==> src/rtl/mem_stage_if.sv <==
// Execute-to-memory payload type and the data-memory req/ack bus used by mem_stage.
// The package sits here so that both the stage and its environment share one definition.
package mem_stage_pkg;
  typedef struct packed {
    logic [31:0] alu_result;
    logic [31:0] write_data;
    logic        mem_write;
    logic        mem_read;
    logic        reg_write;
    logic [4:0]  rd;
  } ex_to_mem_s;
endpackage

interface mem_stage_if;
  logic        dmem_req;
  logic        dmem_we;
  logic [31:0] dmem_addr;
  logic [31:0] dmem_wdata;
  logic [3:0]  dmem_be;
  logic [31:0] dmem_rdata;
  logic        dmem_ack;

  modport master (
    output dmem_req, dmem_we, dmem_addr, dmem_wdata, dmem_be,
    input  dmem_rdata, dmem_ack
  );

  modport slave (
    input  dmem_req, dmem_we, dmem_addr, dmem_wdata, dmem_be,
    output dmem_rdata, dmem_ack
  );
endinterface

==> src/rtl/mem_stage.sv <==
// Memory stage: issues data-memory loads/stores over a req/ack bus, stalls execute while
// an access is outstanding, and registers the retired result for writeback.
module mem_stage
  import mem_stage_pkg::*;
#(
  parameter int unsigned ACK_TIMEOUT = 255
) (
  input  logic               clk,
  input  logic               rst_n,
  input  ex_to_mem_s         ex_to_mem,
  input  logic [2:0]         ex_funct3,
  output logic [31:0]        bp_mem,
  output logic               stall,
  mem_stage_if.master        dmem,
  output logic               wb_valid,
  output logic               wb_reg_write,
  output logic [4:0]         wb_rd,
  output logic [31:0]        wb_data,
  output logic               fault
);

  localparam logic [0:0] S_IDLE = 1'b0;
  localparam logic [0:0] S_WAIT = 1'b1;
  localparam int unsigned CW = (ACK_TIMEOUT < 2) ? 1 : $clog2(ACK_TIMEOUT);
  localparam logic [CW-1:0] CNT_LAST = CW'(ACK_TIMEOUT - 1);

  logic [0:0]    state_q, state_d;
  logic [CW-1:0] cnt_q, cnt_d;
  logic          req_q, req_d, we_q, we_d;
  logic [31:0]   addr_q, addr_d, wdata_q, wdata_d;
  logic [3:0]    be_q, be_d;
  logic          wb_valid_q, wb_valid_d, wb_rwe_q, wb_rwe_d, fault_q, fault_d;
  logic [4:0]    wb_rd_q, wb_rd_d;
  logic [31:0]   wb_data_q, wb_data_d;

  logic [31:0] addr;
  logic [1:0]  off;
  logic        is_mem, is_load, is_b, is_h, misaligned, wr_en, timeout;
  logic [3:0]  be_calc;
  logic [31:0] wdata_calc, lane, load_val;

  assign addr       = ex_to_mem.alu_result;
  assign off        = addr[1:0];
  assign is_mem     = ex_to_mem.mem_read | ex_to_mem.mem_write;
  assign is_load    = ex_to_mem.mem_read & ~ex_to_mem.mem_write;
  assign is_b       = (ex_funct3[1:0] == 2'b00);
  assign is_h       = (ex_funct3[1:0] == 2'b01);
  assign misaligned = (is_h & off[0]) | (ex_funct3[1] & (off != 2'b00));
  assign wr_en      = ex_to_mem.reg_write & (ex_to_mem.rd != 5'd0);
  assign timeout    = ~dmem.dmem_ack & (cnt_q == CNT_LAST);

  // Stall releases in the completing cycle (ack or timeout) so upstream advances on the retire edge.
  assign stall  = (state_q == S_IDLE) ? (is_mem & ~misaligned) : ~(dmem.dmem_ack | timeout);
  assign bp_mem = addr;

  always_comb begin
    if (is_b) begin
      be_calc    = 4'b0001 << off;
      wdata_calc = {4{ex_to_mem.write_data[7:0]}};
    end else if (is_h) begin
      be_calc    = 4'b0011 << off;
      wdata_calc = {2{ex_to_mem.write_data[15:0]}};
    end else begin
      be_calc    = 4'b1111;
      wdata_calc = ex_to_mem.write_data;
    end
  end

  always_comb begin
    lane = dmem.dmem_rdata >> {off, 3'b000};
    if (is_b)      load_val = {{24{lane[7]  & ~ex_funct3[2]}}, lane[7:0]};
    else if (is_h) load_val = {{16{lane[15] & ~ex_funct3[2]}}, lane[15:0]};
    else           load_val = lane;
  end

  always_comb begin
    state_d    = state_q;
    cnt_d      = cnt_q;
    req_d      = req_q;
    we_d       = we_q;
    addr_d     = addr_q;
    wdata_d    = wdata_q;
    be_d       = be_q;
    wb_valid_d = 1'b0;
    wb_rwe_d   = 1'b0;
    wb_rd_d    = wb_rd_q;
    wb_data_d  = wb_data_q;
    fault_d    = 1'b0;
    case (state_q)
      S_IDLE: begin
        if (!is_mem || misaligned) begin
          wb_valid_d = 1'b1;
          wb_rd_d    = ex_to_mem.rd;
          wb_data_d  = addr;
          wb_rwe_d   = wr_en & ~is_mem;
          fault_d    = is_mem;
        end else begin
          state_d = S_WAIT;
          cnt_d   = '0;
          req_d   = 1'b1;
          we_d    = ex_to_mem.mem_write;
          addr_d  = {addr[31:2], 2'b00};
          wdata_d = wdata_calc;
          be_d    = be_calc;
        end
      end
      default: begin
        if (dmem.dmem_ack || timeout) begin
          state_d    = S_IDLE;
          req_d      = 1'b0;
          wb_valid_d = 1'b1;
          wb_rd_d    = ex_to_mem.rd;
          wb_data_d  = (dmem.dmem_ack && is_load) ? load_val : addr;
          wb_rwe_d   = dmem.dmem_ack & is_load & wr_en;
          fault_d    = ~dmem.dmem_ack;
        end else begin
          cnt_d = cnt_q + 1'b1;
        end
      end
    endcase
  end

  always_ff @(posedge clk) begin
    if (!rst_n) begin
      state_q    <= S_IDLE;
      cnt_q      <= '0;
      req_q      <= 1'b0;
      we_q       <= 1'b0;
      addr_q     <= '0;
      wdata_q    <= '0;
      be_q       <= '0;
      wb_valid_q <= 1'b0;
      wb_rwe_q   <= 1'b0;
      wb_rd_q    <= '0;
      wb_data_q  <= '0;
      fault_q    <= 1'b0;
    end else begin
      state_q    <= state_d;
      cnt_q      <= cnt_d;
      req_q      <= req_d;
      we_q       <= we_d;
      addr_q     <= addr_d;
      wdata_q    <= wdata_d;
      be_q       <= be_d;
      wb_valid_q <= wb_valid_d;
      wb_rwe_q   <= wb_rwe_d;
      wb_rd_q    <= wb_rd_d;
      wb_data_q  <= wb_data_d;
      fault_q    <= fault_d;
    end
  end

  assign dmem.dmem_req   = req_q;
  assign dmem.dmem_we    = we_q;
  assign dmem.dmem_addr  = addr_q;
  assign dmem.dmem_wdata = wdata_q;
  assign dmem.dmem_be    = be_q;
  assign wb_valid        = wb_valid_q;
  assign wb_reg_write    = wb_rwe_q;
  assign wb_rd           = wb_rd_q;
  assign wb_data         = wb_data_q;
  assign fault           = fault_q;

endmodule

==> src/flat_wrapper.sv <==
// flat-port wrapper written by rule: the top's interface ports become plain ports
module mem_stage_flat import mem_stage_pkg::*;
#(
  parameter int unsigned ACK_TIMEOUT = 255
)
  (clk, rst_n, ex_to_mem, ex_funct3, bp_mem, stall, wb_valid, wb_reg_write, wb_rd, wb_data, fault, dmem_dmem_req, dmem_dmem_we, dmem_dmem_addr, dmem_dmem_wdata, dmem_dmem_be, dmem_dmem_rdata, dmem_dmem_ack);
  mem_stage_if dmem_i ();
  input  logic clk;
  input  logic rst_n;
  input  ex_to_mem_s ex_to_mem;
  input  logic [2:0] ex_funct3;
  output logic [31:0] bp_mem;
  output logic stall;
  output logic wb_valid;
  output logic wb_reg_write;
  output logic [4:0] wb_rd;
  output logic [31:0] wb_data;
  output logic fault;
  output wire logic [$bits(dmem_i.dmem_req)-1:0] dmem_dmem_req;
  output wire logic [$bits(dmem_i.dmem_we)-1:0] dmem_dmem_we;
  output wire logic [$bits(dmem_i.dmem_addr)-1:0] dmem_dmem_addr;
  output wire logic [$bits(dmem_i.dmem_wdata)-1:0] dmem_dmem_wdata;
  output wire logic [$bits(dmem_i.dmem_be)-1:0] dmem_dmem_be;
  input wire logic [$bits(dmem_i.dmem_rdata)-1:0] dmem_dmem_rdata;
  input wire logic [$bits(dmem_i.dmem_ack)-1:0] dmem_dmem_ack;
  assign dmem_dmem_req = dmem_i.dmem_req;
  assign dmem_dmem_we = dmem_i.dmem_we;
  assign dmem_dmem_addr = dmem_i.dmem_addr;
  assign dmem_dmem_wdata = dmem_i.dmem_wdata;
  assign dmem_dmem_be = dmem_i.dmem_be;
  assign dmem_i.dmem_rdata = dmem_dmem_rdata;
  assign dmem_i.dmem_ack = dmem_dmem_ack;
  mem_stage #(.ACK_TIMEOUT(ACK_TIMEOUT)) u_core (.clk(clk), .rst_n(rst_n), .ex_to_mem(ex_to_mem), .ex_funct3(ex_funct3), .bp_mem(bp_mem), .stall(stall), .dmem(dmem_i), .wb_valid(wb_valid), .wb_reg_write(wb_reg_write), .wb_rd(wb_rd), .wb_data(wb_data), .fault(fault));
endmodule
==> config.mk <==
export PLATFORM = sky130hd
export DESIGN_NAME = mem_stage_flat
export DESIGN_NICKNAME = d
export VERILOG_FILES = /design/src/rtl/mem_stage_if.sv /design/src/rtl/mem_stage.sv /design/src/flat_wrapper.sv
export SDC_FILE = /design/constraint.sdc
export NUM_CORES = 1
export LEC_CHECK = 0
export ABC_AREA = 1
export CORE_MARGIN = 1.5
export CORE_UTILIZATION = 39
export DETAILED_ROUTE_END_ITERATION = 12
export HOLD_SLACK_MARGIN = 0.05
export PLACE_DENSITY = 0.77
export SETUP_SLACK_MARGIN = 0.05
export SYNTH_ARGS = -nofsm -noshare
export SYNTH_HDL_FRONTEND = slang
export SYNTH_SLANG_ARGS = --single-unit
==> constraint.sdc <==
create_clock -name clk -period 1.65 [get_ports clk]
set_input_delay 0.165 -clock clk [delete_from_list [all_inputs] [get_ports clk]]
set_output_delay 0.165 -clock clk [all_outputs]
set_load 0.02 [all_outputs]
==> results of run 1 <==
[routing by layer]
metal  vias up  part of all wire (%)  wire (µm)  GRT usage [%]
met3        42                   6.4       1400           5.78
met1      3138                    43       9350           31.0
met5         -                     0          0              0
li1       3383                     -          -              -
met4         0                   2.9        628           11.8
met2       262                    48      10400           41.8
[cell families after synthesis]
family          Yosys count  share of synthesized area, %
fa+ha+maj                 6                          1.25
compound gates          157                          14.1
buf+inv                 155                          13.6
xor+xnor                  1                         0.146
flops                   117                          39.0
simple gates            470                          31.9
other cells               1                        0.0624
[final cells by class]
cell class | count | area share, %
Timing Repair Buffer | 331 | 33.8
Multi-Input combinational cell | 636 | 31.3
Sequential cell | 117 | 23.9
Clock buffer | 25 | 4.84
Inverter | 69 | 2.92
Tap cell | 188 | 2.40
Clock inverter | 5 | 0.765
Antenna cell | 3 | 0.0765
[flip-flops by register name, indices dropped and copies added, names as in the netlist]
name and count:
u_core.wb_data 32, u_core.dmem.dmem_wdata 32, u_core.dmem.dmem_addr 30, u_core.dmem.dmem_be 4, u_core.state_q 1, u_core.dmem.dmem_req 1, u_core.wb_valid 1, u_core.wb_reg_write 1
u_core.wb_rd 5, u_core.dmem.dmem_we 1, u_core.cnt_q 8, u_core.fault 1
[power by group through the flow]
stage	Combinational (mW)	Sequential, mW	Clock, mW
detailed placement	2.37	3.29	0
floorplan	0.870	3.60	0
finish	2.54	3.26	3.50
global route	2.71	3.28	3.68
CTS	2.39	3.24	3.55
global placement	2.36	3.28	0
[cell usage in the layout (no fill, tap or decap), drive strengths merged, types with 2 or more instances in the layout]
cell,netlist,routed
a21oi,45,45
a31oi,16,16
buf,65,80
bufinv,0,2
clkbuf,21,28
clkdlybuf4s50,0,231
clkinv,2,6
conb,1,2
dfxtp,117,117
diode,0,3
dlygate4sd2,0,2
dlymetal6s2s,0,15
ha,6,6
inv,67,66
nand2,344,344
nand3,42,42
nand4,6,6
nor2,74,74
nor3,2,2
o211a,2,2
o211ai,5,5
o21ai,85,85
o221ai,3,3
or2,2,2
[stage by stage]
step                cell area, µm²  hold WS [ns]  TNS, ns  power (mW)
floorplan                     6030         0.268        0        4.47
global placement              8840         0.435   -25.17        5.64
detailed placement            8840         0.440   -29.16        5.66
CTS                           9400         0.183        0        9.18
global route                  9810         0.220   -0.865        9.68
finish                        9820         0.213        0        9.30
[worst paths after layout]
path	endpoint	cells after the start	start	slack, ns
hold / removal	u_core.dmem.dmem_addr[16]$_SDFFE_PN0P_	3	rst_n	0.21
setup / recovery	u_core.wb_data[3]$_SDFFE_PN0P_	13	u_core.cnt_q[0]$_SDFFE_PN0N_	0.02
setup reg to reg	u_core.wb_data[3]$_SDFFE_PN0P_	13	u_core.cnt_q[0]$_SDFFE_PN0N_	0.02
hold reg to reg	u_core.wb_rd[2]$_SDFFE_PN0P_	2	u_core.wb_rd[2]$_SDFFE_PN0P_	0.45
[tightest hold or removal path, cell delays in order]
cell,delay [ns]
buf_2,0.23
o21ai_0,0.12
a21oi_1,0.05
[timing repair]
action	in CTS	in global routing
cloned	0	3
setup buffers	0	5
setup endpoints to repair	42	79
hold buffers	0	0
resized for setup	10	106
endpoints found under the hold margin	0	0
pin swaps	1	27
==> summary.txt, run 1 <==
Layout
  – Fill cells: ~1300
  – Fin nets: roughly 1300
  – Fraction of layout cells with a size suffix above 1: roughly 16%
  – Multi-input logic area: around 3000 µm²
  – Fin cells: around 1400
  – Syn-to-layout area delta: 63.5%
  – Core Util, Final: 64.8%
  – Seq. cell area: between 2000 and 2500 µm²

Clock tree
  – Worst-Skew Late Latency: about 0.41 ns
  – CTS tree: yes
  – Max Root-Sink Buffers: 2
  – Clock H-tree levels: 4
  – Clk sinks: between 100 and 150
  – CTS root buffer: clkbuf_16
  – TritonCTS Buffers: 17
  – Clk slew on worst S/H paths: 0.05 ns

Routing
  – DR pass1 iterations: 6
  – Drt wl/cell: about 16 µm
  – 1st-iter DRT viols: approximately 600
  – Via count: 6825
  – Residual DRC count: 0
  – Final ANT Viol Nets: 0
  – Post-Route WL: about 22000 µm
  – Via density: 4.97

Floorplan
  – Core area: between 15000 and 20000 µm²
  – # IOs: 253
  – FP Rows: between 40 and 50
  – Die Height: 127 µm
  – Die Width: roughly 130 µm
  – Die area: approximately 16000 µm²
  – Initial core utilization: 39.7%

GRT
  – First-pass GRT wire length: around 32000 µm
  – Tot GR Track Use: between 20% and 30%
  – Initial antenna violation count: 3
  – Total grt overflow: 0
  – Vias in the first global route: roughly 6400
  – Largest net degree at the start of global routing: 78

Worst setup path
  – CP max FO: 7
  – CP max stage cell: dfxtp_2
  – Worst path cell trace: inv_2, ha_4, inv_2, nor2_2, nand2_1, nand2_2, nand2_4, buf_6, nand2_4, clkinv_8, clkbuf_16, nand2_4, nand2_2
  – Most frequent CP cell: nand2_4
  – Max incr delay on CP: 0.32 ns
  – Delay-heaviest family, CP: simple AND/OR/NAND/NOR gates
  – Kind of critical path: reg -> reg
  – CP Capture Type: flip-flop
  – Critical Path Start Type: flip-flop
  – Buffers & Inverters on Critical Path: 5
  – Required time of the critical path: between 1.5 and 2 ns
  – Arr. time, crit path: about 1.9 ns

Timing
  – Final hold vios: 0
  – RSZ-0062 raised after global routing: yes
  – Achievable Freq: about 0.61 GHz
  – Min cycle time layout: roughly 1.6 ns
  – Final Setup Violations: 0
  – Final period util: between 90% and 100%
  – Setup ws final: 0.0167 ns
  – Slew Viols, Final: 0
  – Layout Skew: 0.0110 ns

Logic synthesis
  – Area leader, netlist: dfxtp_1
  – Synth Flop Type: dfxtp_1
  – Synth cell count leaders: 337 x nand2_1, 117 x dfxtp_1, 82 x o21ai_0
  – Yosys reg bits: around 120
  – Cells after synthesis: 907
  – Count of cell types in the netlist: 36
  – Synthesized area: 6010 µm²
  – Syn Area/Cell: between 6 and 7 µm²
  – Synth area leaders: dfxtp_1 39%, nand2_1 21%, o21ai_0 6.8%
  – Number of synthesized flops with an enable pin: 0
  – Ys Warns: 0
  – Synth top area share: 39.0%
  – Asr flop ratio synth: 0%
  – Most numerous cell in the Yosys netlist: nand2_1
  – Sequential fraction of the synthesis area: about two fifths

Place
  – Final HPWL DP: 15500 µm
  – Dpl cells: 1333
  – Pre-CTS WS: -0.379 ns
  – I/O Buffers: 250
  – Final GP Congestion: approximately 0.87

Job
  – Max-Cap Viols: 0

Outcome
  – Outcome: finished, final reports clean

Pwr
  – P_int: ~6.6 mW
  – Sequential power share: between 30% and 40%
  – Peak VDD IR: 0.000651 V
  – Pwr Density: 947 nW/µm²
  – Sw frac: 29.3%
  – Leakage: around 4.8 nW
  – Clock share of power: a little under two fifths
  – Logic pwr share: between 20% and 30%
  – Psw: 2.72 mW

Hold path
  – Worst hold path type: in -> reg
(Power assumes the default switching activity.)
==> run 2, diff against run 1 <==
--- a/config.mk
+++ b/config.mk
@@ -8,6 +8,7 @@
 export ABC_AREA = 1
 export CORE_MARGIN = 1.5
 export CORE_UTILIZATION = 39
+export CTS_CLUSTER_SIZE = 25
 export DETAILED_ROUTE_END_ITERATION = 12
 export HOLD_SLACK_MARGIN = 0.05
 export PLACE_DENSITY = 0.77
==> results of run 2 <==
The final DEF is identical to that of run 1; final timing and power are the same.
==> run 3, diff against run 2 <==
--- a/config.mk
+++ b/config.mk
@@ -12,6 +12,7 @@
 export DETAILED_ROUTE_END_ITERATION = 12
 export HOLD_SLACK_MARGIN = 0.05
 export PLACE_DENSITY = 0.77
+export REMOVE_ABC_BUFFERS = 1
 export SETUP_SLACK_MARGIN = 0.05
 export SYNTH_ARGS = -nofsm -noshare
 export SYNTH_HDL_FRONTEND = slang
==> summary.txt, run 3 (synthesized netlist as in run 1, its figures left out) <==
Clock tree
  – TritonCTS Buffers: 17 (unchanged)
  – Clk slew on worst S/H paths: 0.06 ns (about the same)
  – CTS tree: yes
  – Clk sinks: 117 (unchanged)
  – CTS root buffer: clkbuf_16
  – Max Root-Sink Buffers: 2 (unchanged)
  – Clock H-tree levels: 4 (unchanged)
  – Worst-Skew Late Latency: 0.42 ns (about the same)

Layout
  – Commonest non-fill, non-tap cell in the layout: nand2_1
  – Seq. cell area: 2340 µm² (-0.11%)
  – Multi-input logic area: 2910 µm² (-5.3%)
  – ANT cells: 0 (-3)
  – Fin nets: 1279 (-0.70%)
  – Syn-to-layout area delta: 59.2%
  – Fraction of layout cells with a size suffix above 1: 12.0% (-3.8 points)
  – Fill cells: 1356 (+2.8%)
  – Fin cells: 1362 (-0.87%)
  – Design area: 9560 µm² (-2.6%)
  – Most frequent cells in the layout: 334 x nand2_1, 240 x clkdlybuf4s50_1, 115 x dfxtp_1, 82 x o21ai_0, 67 x nor2_1

Worst setup path
  – Arr. time, crit path: 1.39 ns (-0.54 ns)
  – CP max stage cell: clkdlybuf4s50_1
  – Reg2reg setup slack: 0.14 ns (+0.12 ns)
  – CP max FO: 2 (-5)
  – CP Capture Type: output pin
  – Max incr delay on CP: 0.63 ns (+0.31 ns)
  – Kind of critical path: reg -> out
  – Critical Path Start Type: flip-flop
  – Worst path cell trace: clkdlybuf4s50_1
  – Worst R2R Path Depth: 10 (-3)
  – Reg-to-reg endpoint: u_core.wb_rd[4]$_SDFFE_PN0P_
  – Buffers & Inverters on Critical Path: 1 (-4)
  – R2r startpoint: u_core.state_q$_SDFF_PN0_
  – Delay-heaviest family, CP: buffers and inverters
  – Required time of the critical path: 1.48 ns (-0.47 ns)

Place
  – I/O Buffers: 250 (unchanged)
  – Placed instance area: 8770 µm² (-0.76%)
  – Pre-CTS WS: -0.425 ns (-0.0465 ns)
  – Final GP Congestion: 0.859 (-1.4%)
  – Final HPWL DP: 14500 µm (-5.9%)
  – Dpl cells: 1326 (-0.53%)

Timing
  – Setup ws final: 0.0930 ns (+0.0763 ns)
  – Slew Viols, Final: 0 (unchanged)
  – Final period util: 94.4% (-4.6 points)
  – RSZ-0062 raised after global routing: yes
  – Final hold vios: 0 (unchanged)
  – Achievable Freq: 0.642 GHz (+4.9%)
  – Min cycle time layout: 1.56 ns (-0.0763 ns)
  – Layout Skew: 0.00779 ns (-0.00320 ns)
  – Final Setup Violations: 0 (unchanged)
  – Final Hold Slack: 0.170 ns (-0.0430 ns)

GRT
  – Largest net degree at the start of global routing: 40 (-49%)
  – Tot GR Track Use: 25.1% (-0.11 points)
  – Total grt overflow: 0 (unchanged)
  – Initial antenna violation count: 0 (-3)
  – First-pass GRT wire length: 31800 µm (-0.28%)
  – Vias in the first global route: 6303 (-1.2%)

Pwr
  – Total power: 9.43 mW (+1.4%)
  – Peak VDD IR: 0.000757 V (+16%)
  – Pwr Density: 986 nW/µm² (+4.1%)
  – Leakage: 4.43 nW (-7.4%)

Floorplan
  – # IOs: 253 (unchanged)
  – Die Width: 127 µm (unchanged)
  – Initial core utilization: 39.7% (unchanged)
  – FP Rows: 45 (unchanged)
  – Die area: 16200 µm² (unchanged)
  – Core area: 15100 µm² (unchanged)
  – Die Height: 127 µm (unchanged)

Hold path
  – Worst hold path type: in -> reg
  – Hold worst-path end: u_core.dmem.dmem_addr[7]$_SDFFE_PN0P_
  – Worst Hold Depth: 3 (unchanged)
  – Hold Crit Start: rst_n

Routing
  – DR WL met3: 1170 µm (-16%)
  – DR top layer: met4
  – DR pass1 iterations: 5 (-1)
  – 1st-iter DRT viols: 436 (-27%)
  – Via count: 6742 (-1.2%)
  – Via density: 4.95 (-0.35%)
  – Wire length on met2: 9820 µm (-5.6%)
  – Post-Route WL: 20400 µm (-6.1%)
  – Drt wl/cell: 15.0 µm (-5.3%)
  – Residual DRC count: 0 (unchanged)
  – Metal1 wirelength: 8790 µm (-6.0%)
  – Final ANT Viol Nets: 0 (unchanged)

Outcome
  – Outcome: finished, final reports clean

Job
  – Max-Cap Viols: 0 (unchanged)
run 3: repair_timing:
action	in CTS	in global routing
gates cloned	1	2
resized for setup	17	25
buffers inserted	0	3
hold buffers	0	0
setup endpoints to repair	47	98
pin swaps	0	7
run 3: how the worst max path moves through the flow:
stage,from,to,slack [ns],cells past startpoint
2_1_floorplan,ex_to_mem[40],u_core.wb_data[10]$_SDFFE_PN0P_,-1.16,11
3_3_place_gp,ex_to_mem[40],stall,-0.40,8
3_5_place_dp,ex_to_mem[40],stall,-0.43,8
4_1_cts,u_core.cnt_q[0]$_SDFFE_PN0N_,stall,0.02,8
5_1_grt,ex_to_mem[41],u_core.wb_data[11]$_SDFFE_PN0P_,0.009,13
6_report,u_core.wb_data[27]$_SDFFE_PN0P_,wb_data[27],0.09,1
run 3: layout make-up:
| cell class | count | area share, % |
|---|---|---|
| Timing Repair Buffer | 322 | 33.5 |
| Clock inverter | 9 | 1.33 |
| Tap cell | 188 | 2.46 |
| Multi-Input combinational cell | 636 | 30.4 |
| Inverter | 69 | 2.84 |
| Clock buffer | 21 | 4.92 |
| Sequential cell | 117 | 24.5 |
run 3: worst register-to-register path, cell delays in order (launching register included):
cell     delay, ns
dfxtp_1       0.40
inv_2         0.05
nor2_1        0.21
nand2_4       0.10
nand2_4       0.09
buf_6         0.13
nand2_2       0.06
inv_4         0.12
buf_4         0.15
nand2_1       0.05
o21ai_1       0.07
run 3: power breakdown:
part | internal (mW) | total [mW] | switching (mW)
clock | 2.47 | 3.78 | 1.31
sequential | 3.10 | 3.24 | 0.138
combinational | 1.16 | 2.42 | 1.26
run 3: per-stage QoR:
| step | util, % | setup TNS (ns) |
|---|---|---|
| final | 63.1 | 0 |
| after global routing | 63.1 | 0 |
| after CTS | 62.2 | 0 |
| after detailed placement | 57.9 | -38.77 |
| after global placement | 57.9 | -34.01 |
| after floorplan | - | -91.49 |
run 3: layer usage:
layer / global-route usage, % / up-vias
met5: 0 / -
met4: 12.2 / 0
met3: 5.57 / 41
met2: 41.9 / 258
met1: 30.7 / 3086
li1: - / 3357
